**src/rtl/inst_fetch_queue.sv**
```systemverilog
// Instruction fetch unit with a prefetch FIFO between a 1-cycle synchronous-read
// instruction memory and a valid/ready decode interface; jumps flush and refetch.
module inst_fetch_queue #(
   parameter int          MEM_AW     = 10,
   parameter int          FIFO_DEPTH = 4,
   parameter logic [31:0] RESET_PC   = 32'h0000_0000,
   localparam int         CW         = $clog2(FIFO_DEPTH + 1),
   localparam int         PW         = $clog2(FIFO_DEPTH)
) (
   input  logic              clk,
   input  logic              rst,
   input  logic              jmp_vld,
   input  logic [31:0]       jmp_addr,
   output logic              mem_req,
   output logic [MEM_AW-1:0] mem_addr,
   input  logic [31:0]       mem_rdata,
   output logic              if_vld,
   input  logic              if_ready,
   output logic [31:0]       if_pc,
   output logic [31:0]       if_inst,
   output logic [CW-1:0]     fifo_cnt
);

   localparam logic [CW:0]   DEPTH_C = (CW + 1)'(FIFO_DEPTH);
   localparam logic [PW-1:0] LAST_C  = PW'(FIFO_DEPTH - 1);

   logic [31:0]   fpc_q, fpc_d;
   logic          infl_q, infl_d;
   logic [31:0]   infl_pc_q, infl_pc_d;
   logic [PW-1:0] rd_ptr_q, rd_ptr_d;
   logic [PW-1:0] wr_ptr_q, wr_ptr_d;
   logic [CW-1:0] cnt_q, cnt_d;

   logic [31:0]   pc_mem   [FIFO_DEPTH];
   logic [31:0]   inst_mem [FIFO_DEPTH];

   logic [31:0]   jmp_tgt;
   logic          pop;
   logic          push;
   logic [CW:0]   occ_after;
   logic          unused_jmp_lsb;

   function automatic logic [PW-1:0] ptr_inc(input logic [PW-1:0] p);
      return (p == LAST_C) ? '0 : p + 1'b1;
   endfunction

   assign jmp_tgt        = {jmp_addr[31:2], 2'b00};
   assign unused_jmp_lsb = ^jmp_addr[1:0];

   assign if_vld  = (cnt_q != '0);
   assign if_pc   = if_vld ? pc_mem[rd_ptr_q]   : '0;
   assign if_inst = if_vld ? inst_mem[rd_ptr_q] : '0;
   assign fifo_cnt = cnt_q;

   assign pop  = if_vld & if_ready & ~jmp_vld;
   assign push = infl_q & ~jmp_vld;

   // Occupancy once this cycle's return and pop settle; issuing now needs a free slot then.
   assign occ_after = {1'b0, cnt_q} + (CW + 1)'(infl_q) - (CW + 1)'(pop);
   assign mem_req   = ~rst & (jmp_vld | (occ_after < DEPTH_C));
   assign mem_addr  = jmp_vld ? jmp_tgt[MEM_AW+1:2] : fpc_q[MEM_AW+1:2];

   // NOTE: every variable gets a default at the top of always_comb so no latch is inferred.
   always_comb begin
      fpc_d     = fpc_q;
      infl_d    = 1'b0;
      infl_pc_d = infl_pc_q;
      rd_ptr_d  = rd_ptr_q;
      wr_ptr_d  = wr_ptr_q;
      cnt_d     = cnt_q;
      if (jmp_vld) begin
         fpc_d     = jmp_tgt + 32'd4;
         infl_d    = 1'b1;
         infl_pc_d = jmp_tgt;
         rd_ptr_d  = '0;
         wr_ptr_d  = '0;
         cnt_d     = '0;
      end else begin
         if (mem_req) begin
            fpc_d     = fpc_q + 32'd4;
            infl_d    = 1'b1;
            infl_pc_d = fpc_q;
         end
         if (pop)  rd_ptr_d = ptr_inc(rd_ptr_q);
         if (push) wr_ptr_d = ptr_inc(wr_ptr_q);
         case ({push, pop})
            2'b10:   cnt_d = cnt_q + 1'b1;
            2'b01:   cnt_d = cnt_q - 1'b1;
            default: cnt_d = cnt_q;
         endcase
      end
   end

   // NOTE: sequential state uses non-blocking assignments so all flops update from pre-edge values.
   always_ff @(posedge clk or posedge rst) begin
      if (rst) begin
         fpc_q     <= RESET_PC;
         infl_q    <= 1'b0;
         infl_pc_q <= '0;
         rd_ptr_q  <= '0;
         wr_ptr_q  <= '0;
         cnt_q     <= '0;
      end else begin
         fpc_q     <= fpc_d;
         infl_q    <= infl_d;
         infl_pc_q <= infl_pc_d;
         rd_ptr_q  <= rd_ptr_d;
         wr_ptr_q  <= wr_ptr_d;
         cnt_q     <= cnt_d;
      end
   end

   // NOTE: queue storage is not reset; cnt_q gates every read, so stale words are never visible.
   always_ff @(posedge clk) begin
      if (push) begin
         pc_mem[wr_ptr_q]   <= infl_pc_q;
         inst_mem[wr_ptr_q] <= mem_rdata;
      end
   end

endmodule

```
**config.mk**
```make
export PLATFORM = sky130hd
export DESIGN_NAME = inst_fetch_queue
export DESIGN_NICKNAME = d
export VERILOG_FILES = /design/src/rtl/inst_fetch_queue.sv
export SDC_FILE = /design/constraint.sdc
export NUM_CORES = 1
export LEC_CHECK = 0
export ABC_AREA = 1
export ABC_CLOCK_PERIOD_IN_PS = 5400
export CAP_MARGIN = 20
export CORE_AREA = 2 2 170 172
export CTS_CLUSTER_SIZE = 14
export DETAILED_ROUTE_END_ITERATION = 8
export DIE_AREA = 0 0 172 174
export GPL_TIMING_DRIVEN = 0
export PLACE_DENSITY = 0.71
export RECOVER_POWER = 25
export SYNTH_ARGS = -nofsm -noshare
export SYNTH_HDL_FRONTEND = slang
export SYNTH_SLANG_ARGS = --single-unit
```
**constraint.sdc**
```tcl
create_clock -name clk -period 5.4 [get_ports clk]
set_input_delay 0.54 -clock clk [delete_from_list [all_inputs] [get_ports clk]]
set_output_delay 0.54 -clock clk [all_outputs]
set_load 0.01 [all_outputs]
```
---- Word-level counts from Yosys, hierarchy flattened ----
Memories as Yosys holds them, arrays and structs flattened.
Index checks and enable logic that the tools add are counted.
W data, S select, Z words.
storage, ports and cells
  word-level logic and storage cells ...... 52
  memories ................................ 2
  input bits .............................. 68
  register bits after elaboration ......... 72
  output and inout port bits .............. 79
  memory bits (writable) .................. 256
operators by class
  add/sub/neg operators ................... 8
  mux-type cells .......................... 19
  bitwise logic cells ..................... 7
  magnitude comparators ................... 1
  reductions and logical operators ........ 5
  equality and inequality tests ........... 4
memory list
  memory    words  bits a word  rd ports  clocked after Yosys merged registers in  wr ports  line  RTL
  inst_mem  4      32           1         0                                        1         35    logic [31:0] inst_mem [FIFO_DEPTH];
  pc_mem    4      32           1         0                                        1         34    logic [31:0] pc_mem [FIFO_DEPTH];
operators with widths
  kind                     count
  $mux W32                 6
  $add A32 B3 Y32 const B  2
  $mux W2                  6
  $mux W10                 1
  $eq A2 B2 Y1 const B     3
  $pmux W3 S2              1
  $reduce_bool A2 Y1       3
  $reduce_bool A3 Y1       2
  $add A2 B1 Y2 const B    2
  $add A3 B1 Y4            1
  $and A1 B1 Y1            4
  $lt A4 B3 Y1 const B     1
  $mux W1                  4
  $sub A4 B1 Y4            1
  $add A3 B1 Y3 const B    1
  $mux W3                  1
  $sub A3 B1 Y3 const B    1
  $eq A2 B1 Y1 const B     1
  $not A1 Y1               2
  $or A1 B1 Y1             1

---- Logic depth before layout (Yosys ltp) ----
  depth after elaboration ................. 9
  mapped depth ............................ 17
  depth with buffers taken out ............ 16

---- Worst setup path after synthesis ----
No wires, ideal clock.
  path type ............................... input-to-reg
  start ................................... input port jmp_vld
  end ..................................... memory inst_mem[0][0] (enable)
  library setup time ...................... 0.482 ns
  path buffers ............................ 3
  arrival ................................. 3.827 ns
  stages .................................. 6
  data required time ...................... 4.918 ns
  path slack .............................. 1.091 ns
  path through ............................ buf_6 -> buf_12 -> buf_12 -> nor2_1 -> inv_1 -> nor2_1
between the ends
  word-level cells in the longest chain between the ends .. 4
RTL lines
  element                        line  RTL
  from (decl)                    12    input logic jmp_vld,
  $not A1 Y1                     56    assign push = infl_q & ~jmp_vld;
  $and A1 B1 Y1                  56
  $mux W1                        115   if (push) begin
  $mux W1 (implied by the code)  117   inst_mem[wr_ptr_q] <= mem_rdata;
  to (decl)                      35
No other way between the ends.

---- Worst setup path in the final report ----
  start ................................... input port jmp_vld
  end ..................................... output port mem_req
between the ends
  word-level cells in the longest chain between the ends .. 6
RTL lines
  element            line  RTL
  $not A1 Y1         55    assign pop = if_vld & if_ready & ~jmp_vld;
  $and A1 B1 Y1      55
  $sub A4 B1 Y4      59    assign occ_after = {1'b0, cnt_q} + (CW + 1)'(infl_q) - (CW + 1)'(pop);
  $lt A4 B3 Y1       60    assign mem_req = ~rst & (jmp_vld | (occ_after < DEPTH_C));
  $or A1 B1 Y1 (*)   60
  $and A1 B1 Y1 (*)  60
  to (decl)          14    output logic mem_req,
Every way passes the cells marked *; elsewhere a longest branch is shown, timed or not.

==> results.md <==
CTS:
- The number of instances resized during post-cts repair is 0.
- Post-CTS timing repair inserted 0 buffers for setup.
- The register clock-pin slew on the reported worst setup and hold paths is roughly 60 ps.
- The TritonCTS clock tree is yes.
- Hold repair after CTS inserted 0 buffers.
- The clock sink count is 316.
- The source-to-sink clock delay at the later pin of the worst-skew pair is approximately 570 ps.
- The number of buffers created by CTS is 31.
- The longest clock path from root to sink contains 3 buffers.
- The H-tree depth is 1.
- The cell chosen for the clock root is clkbuf_16.

Pwr:
- The design draws 8.25 mW.
- The largest voltage drop on the vdd net is 277 uV.
- Cell internal power was estimated by the tool at 5.40 mW.
- The share of total power in combinational logic is 34.8%.
- The leakage dissipation is 6.53 nW.
- The power per unit of standard cell area is 488 nW/um^2.
- The register share of total power is 41.3%.
- The switching power total is 2.84 mW.
- The clock network accounts for roughly a quarter of the total power.
- The net switching share of the total power is 34.5%.

Die:
- The die height is 174 um.
- The number of placement rows is between 60 and 70.
- The floorplan die width is 172 um.
- The core box area is roughly 28000 um^2.
- The effective utilization at floorplan is 49.1%.
- The die covers 29900 um^2.
- During I/O placement, the number of pins put on the boundary was 147.

Layout:
- Of the cells placed in the final design, the portion with a size suffix greater than 1 is between 9 and 10%.
- The library cell used most frequently in the layout, excluding fill and tap cells, is nor2_1.
- After filler insertion, the fill cell instance count of the layout stands at 2371.
- 0 antenna diodes ended up in the layout.
- The top cell types in the final layout, fill and taps aside, are 289 x nor2_1, 261 x nand2_1, 248 x edfxtp_1, 164 x o21ai_0, 119 x clkdlybuf4s50_1.
- The count of nets after finishing is 1612.
- From synthesis to final layout, the design area changed by 21.9%.

Synthesis:
- The average size of a mapped cell is 10.3 um^2.
- The number of warnings printed during yosys synthesis is 0.
- The post-synthesis instance area is 13900 um^2.
- The part of the Yosys area used for sequential elements is 66.0%.
- The flop and latch count out of synthesis is ~320.
- After technology mapping, the gate count stands at 1350.
- The distinct cell type count of the synthesized netlist is 32.

Worst setup path:
- The setup check on the worst reg-to-reg path leaves a slack of between 2000 and 2500 ps.
- The most critical setup path has its startpoint at jmp_vld.
- The startpoint identified for the worst register-to-register timing path is fifo_cnt[1].
- The maximum fanout count along the critical path is 10.
- The signal arrival time at the worst endpoint is 3620 ps.
- STA classifies the critical path endpoint as a primary output.
- The critical path in this run is classified as input port to primary output.
- In this run the worst setup path terminates at mem_req.
- The endpoint identified for the worst register-to-register timing path is infl_pc_q[7].
- For the worst setup path, the data required time is 4860 ps.
- The logic depth of the worst register-to-register path is 15.
- The startpoint class of the critical path is an input port.

Timing:
- The worst path setup slack after routing is around 1200 ps.
- The max-slew violation count was 0.
- Setup violations remaining at the end of the flow were counted as 0.
- The tightest hold path in the finished design has a slack of 479 ps.
- The transition time of the tightest slew-check pin is 884 ps.
- After layout, the worst path uses 77.0% of the clock period.
- The maximum operating frequency is 240 MHz.
- The final hold violation count is 0.
- Setup repair after global routing left no endpoint under its margin.
- The post-layout minimum cycle time is 4160 ps.
- The clock skew after layout is 14.6 ps.
- The worst pin sits at a relative slew slack of 41.1%.

Route:
- The number of DRC markers after the initial detailed-route iteration is 806.
- The detailed router placed a little over 10000 vias in this run.
- The post-detailed-route DRC marker count is 0.
- For this block, the routed nets add up to approximately 33 mm of wire.
- The routed wire length per instance is 17.0 um.
- In the routed layout, each cell is associated on average with a via count of a little over 5.
- The first-pass detailed-route iteration total is 5.
- The detail route stage leaves a number of antenna-violating nets equal to 0.

GRT:
- The remaining global-route overflow is 0.
- The first global-routing pass estimated 51.3 mm of wire.
- The number of global-route vias before repair was around 10000.
- Across every metal layer, demand over resource in global routing totals 22.0%.
- The number of antenna violations at the first check in global routing was 0.
- Entering global routing, the biggest net connects 69 pins.

Run status:
- The run finished with clean final reports.

Place:
- The count of input and output buffers is 142.
- The worst setup slack after placement is ~1300 ps.
- The half-perimeter wire length of the detailed placement result is 22.1 mm.
- The global placer's final weighted congestion is 0.961.

Run:
- The number of max-capacitance violations reported is 0.

Hold path:
- The class of the most critical hold timing path is flop to flop.
metrics by stage:
stage / cell area [um^2] / util, % / cells / setup TNS [ps]
final: 16900 / 59.9 / 1943 / 0
after global routing: 16900 / 59.9 / 1943 / 0
after CTS: 16900 / 59.9 / 1943 / 0
after detailed placement: 16000 / 56.6 / 1885 / 0
after global placement: 15800 / 55.9 / 1877 / -331200
after floorplan: 13900 / - / 1351 / 0
cell type report:
class | instances | area, um^2 | share of cell area (%)
Timing Repair Buffer | 150 | 1580 | 9.36
Buffer | 77 | 403 | 2.38
Inverter | 68 | 258 | 1.52
Clock inverter | 17 | 90.1 | 0.533
Clock buffer | 41 | 843 | 4.99
Tap cell | 384 | 480 | 2.84
Multi-Input combinational cell | 890 | 4100 | 24.2
Sequential cell | 316 | 9150 | 54.1
registers in the layout, indices dropped and copies added, names as in the netlist:
signal     flops
pc_mem       120
infl_q         1
inst_mem     128
rd_ptr_q       2
infl_pc_q     30
fpc_q         30
fifo_cnt       3
wr_ptr_q       2
synthesized netlist by cell type:
cell	instances	share of area (%)
a21oi_1	63	2.3
buf_1	8	0.22
buf_12	2	0.29
buf_2	11	0.40
buf_4	14	0.76
buf_6	2	0.16
clkbuf_1	40	1.1
conb_1	1	0.027
dfrtp_1	68	12
edfxtp_1	248	54
fa_1	1	0.14
ha_1	9	0.81
inv_1	61	1.7
inv_2	7	0.19
nand2_1	261	7.1
nand2_2	22	0.99
nand2_4	11	0.89
nand2_8	1	0.14
nand3_1	28	1.0
nor2_1	293	7.9
nor2_2	6	0.27
nor2_4	7	0.57
nor2_8	1	0.14
o211ai_1	1	0.054
o21a_1	1	0.054
o21ai_0	164	5.9
o21ai_1	6	0.22
o21ai_2	2	0.13
o22ai_1	1	0.045
or2_2	1	0.045
xnor2_1	1	0.063
xor2_1	8	0.51
worst min-delay path by stage:
stage,start,end,cells past startpoint,slack [ps]
floorplan,fpc_q[10],fpc_q[10],2,440
global placement,fpc_q[8],fpc_q[8],2,460
CTS,fpc_q[25],fpc_q[25],2,480
detailed placement,fpc_q[9],fpc_q[9],2,470
global route,fpc_q[25],fpc_q[25],2,490
finish,fpc_q[23],fpc_q[23],2,480
logic make-up after synthesis:
logic type	share of synthesized area [%]
simple gates	19.1
other cells	0.0270
fa+ha+maj	0.956
flops	66.0
compound gates	8.69
xor+xnor	0.568
buf+inv	4.74
worst max-delay path: stages:
cell and delay (ps):
clkdlybuf4s50_1 450, buf_6 170, buf_12 150, buf_12 150, nor2_1 340, ha_1 230, inv_1 40, ha_1 260
nand3_1 110, o211ai_1 100, nand2_1 70, nand2_1 70, a21oi_1 320, clkdlybuf4s50_1 610
power groups by stage:
stage / logic (mW) / clock network [mW] / registers (mW)
after floorplan: 1.53 / 0 / 3.38
after global placement: 2.77 / 0 / 3.46
after detailed placement: 2.87 / 0 / 3.44
after CTS: 2.89 / 2.00 / 3.40
after global routing: 3.15 / 2.09 / 3.45
final: 2.87 / 1.98 / 3.40
layer usage:
layer | GRT usage [%] | share of wire [%] | up-vias
li1 | - | - | 4859
met1 | 29.6 | 43 | 4788
met2 | 37.2 | 48 | 347
met3 | 2.76 | 5.5 | 74
met4 | 7.42 | 3.3 | 0
met5 | 0 | 0 | -
(Power assumes the default switching activity.)
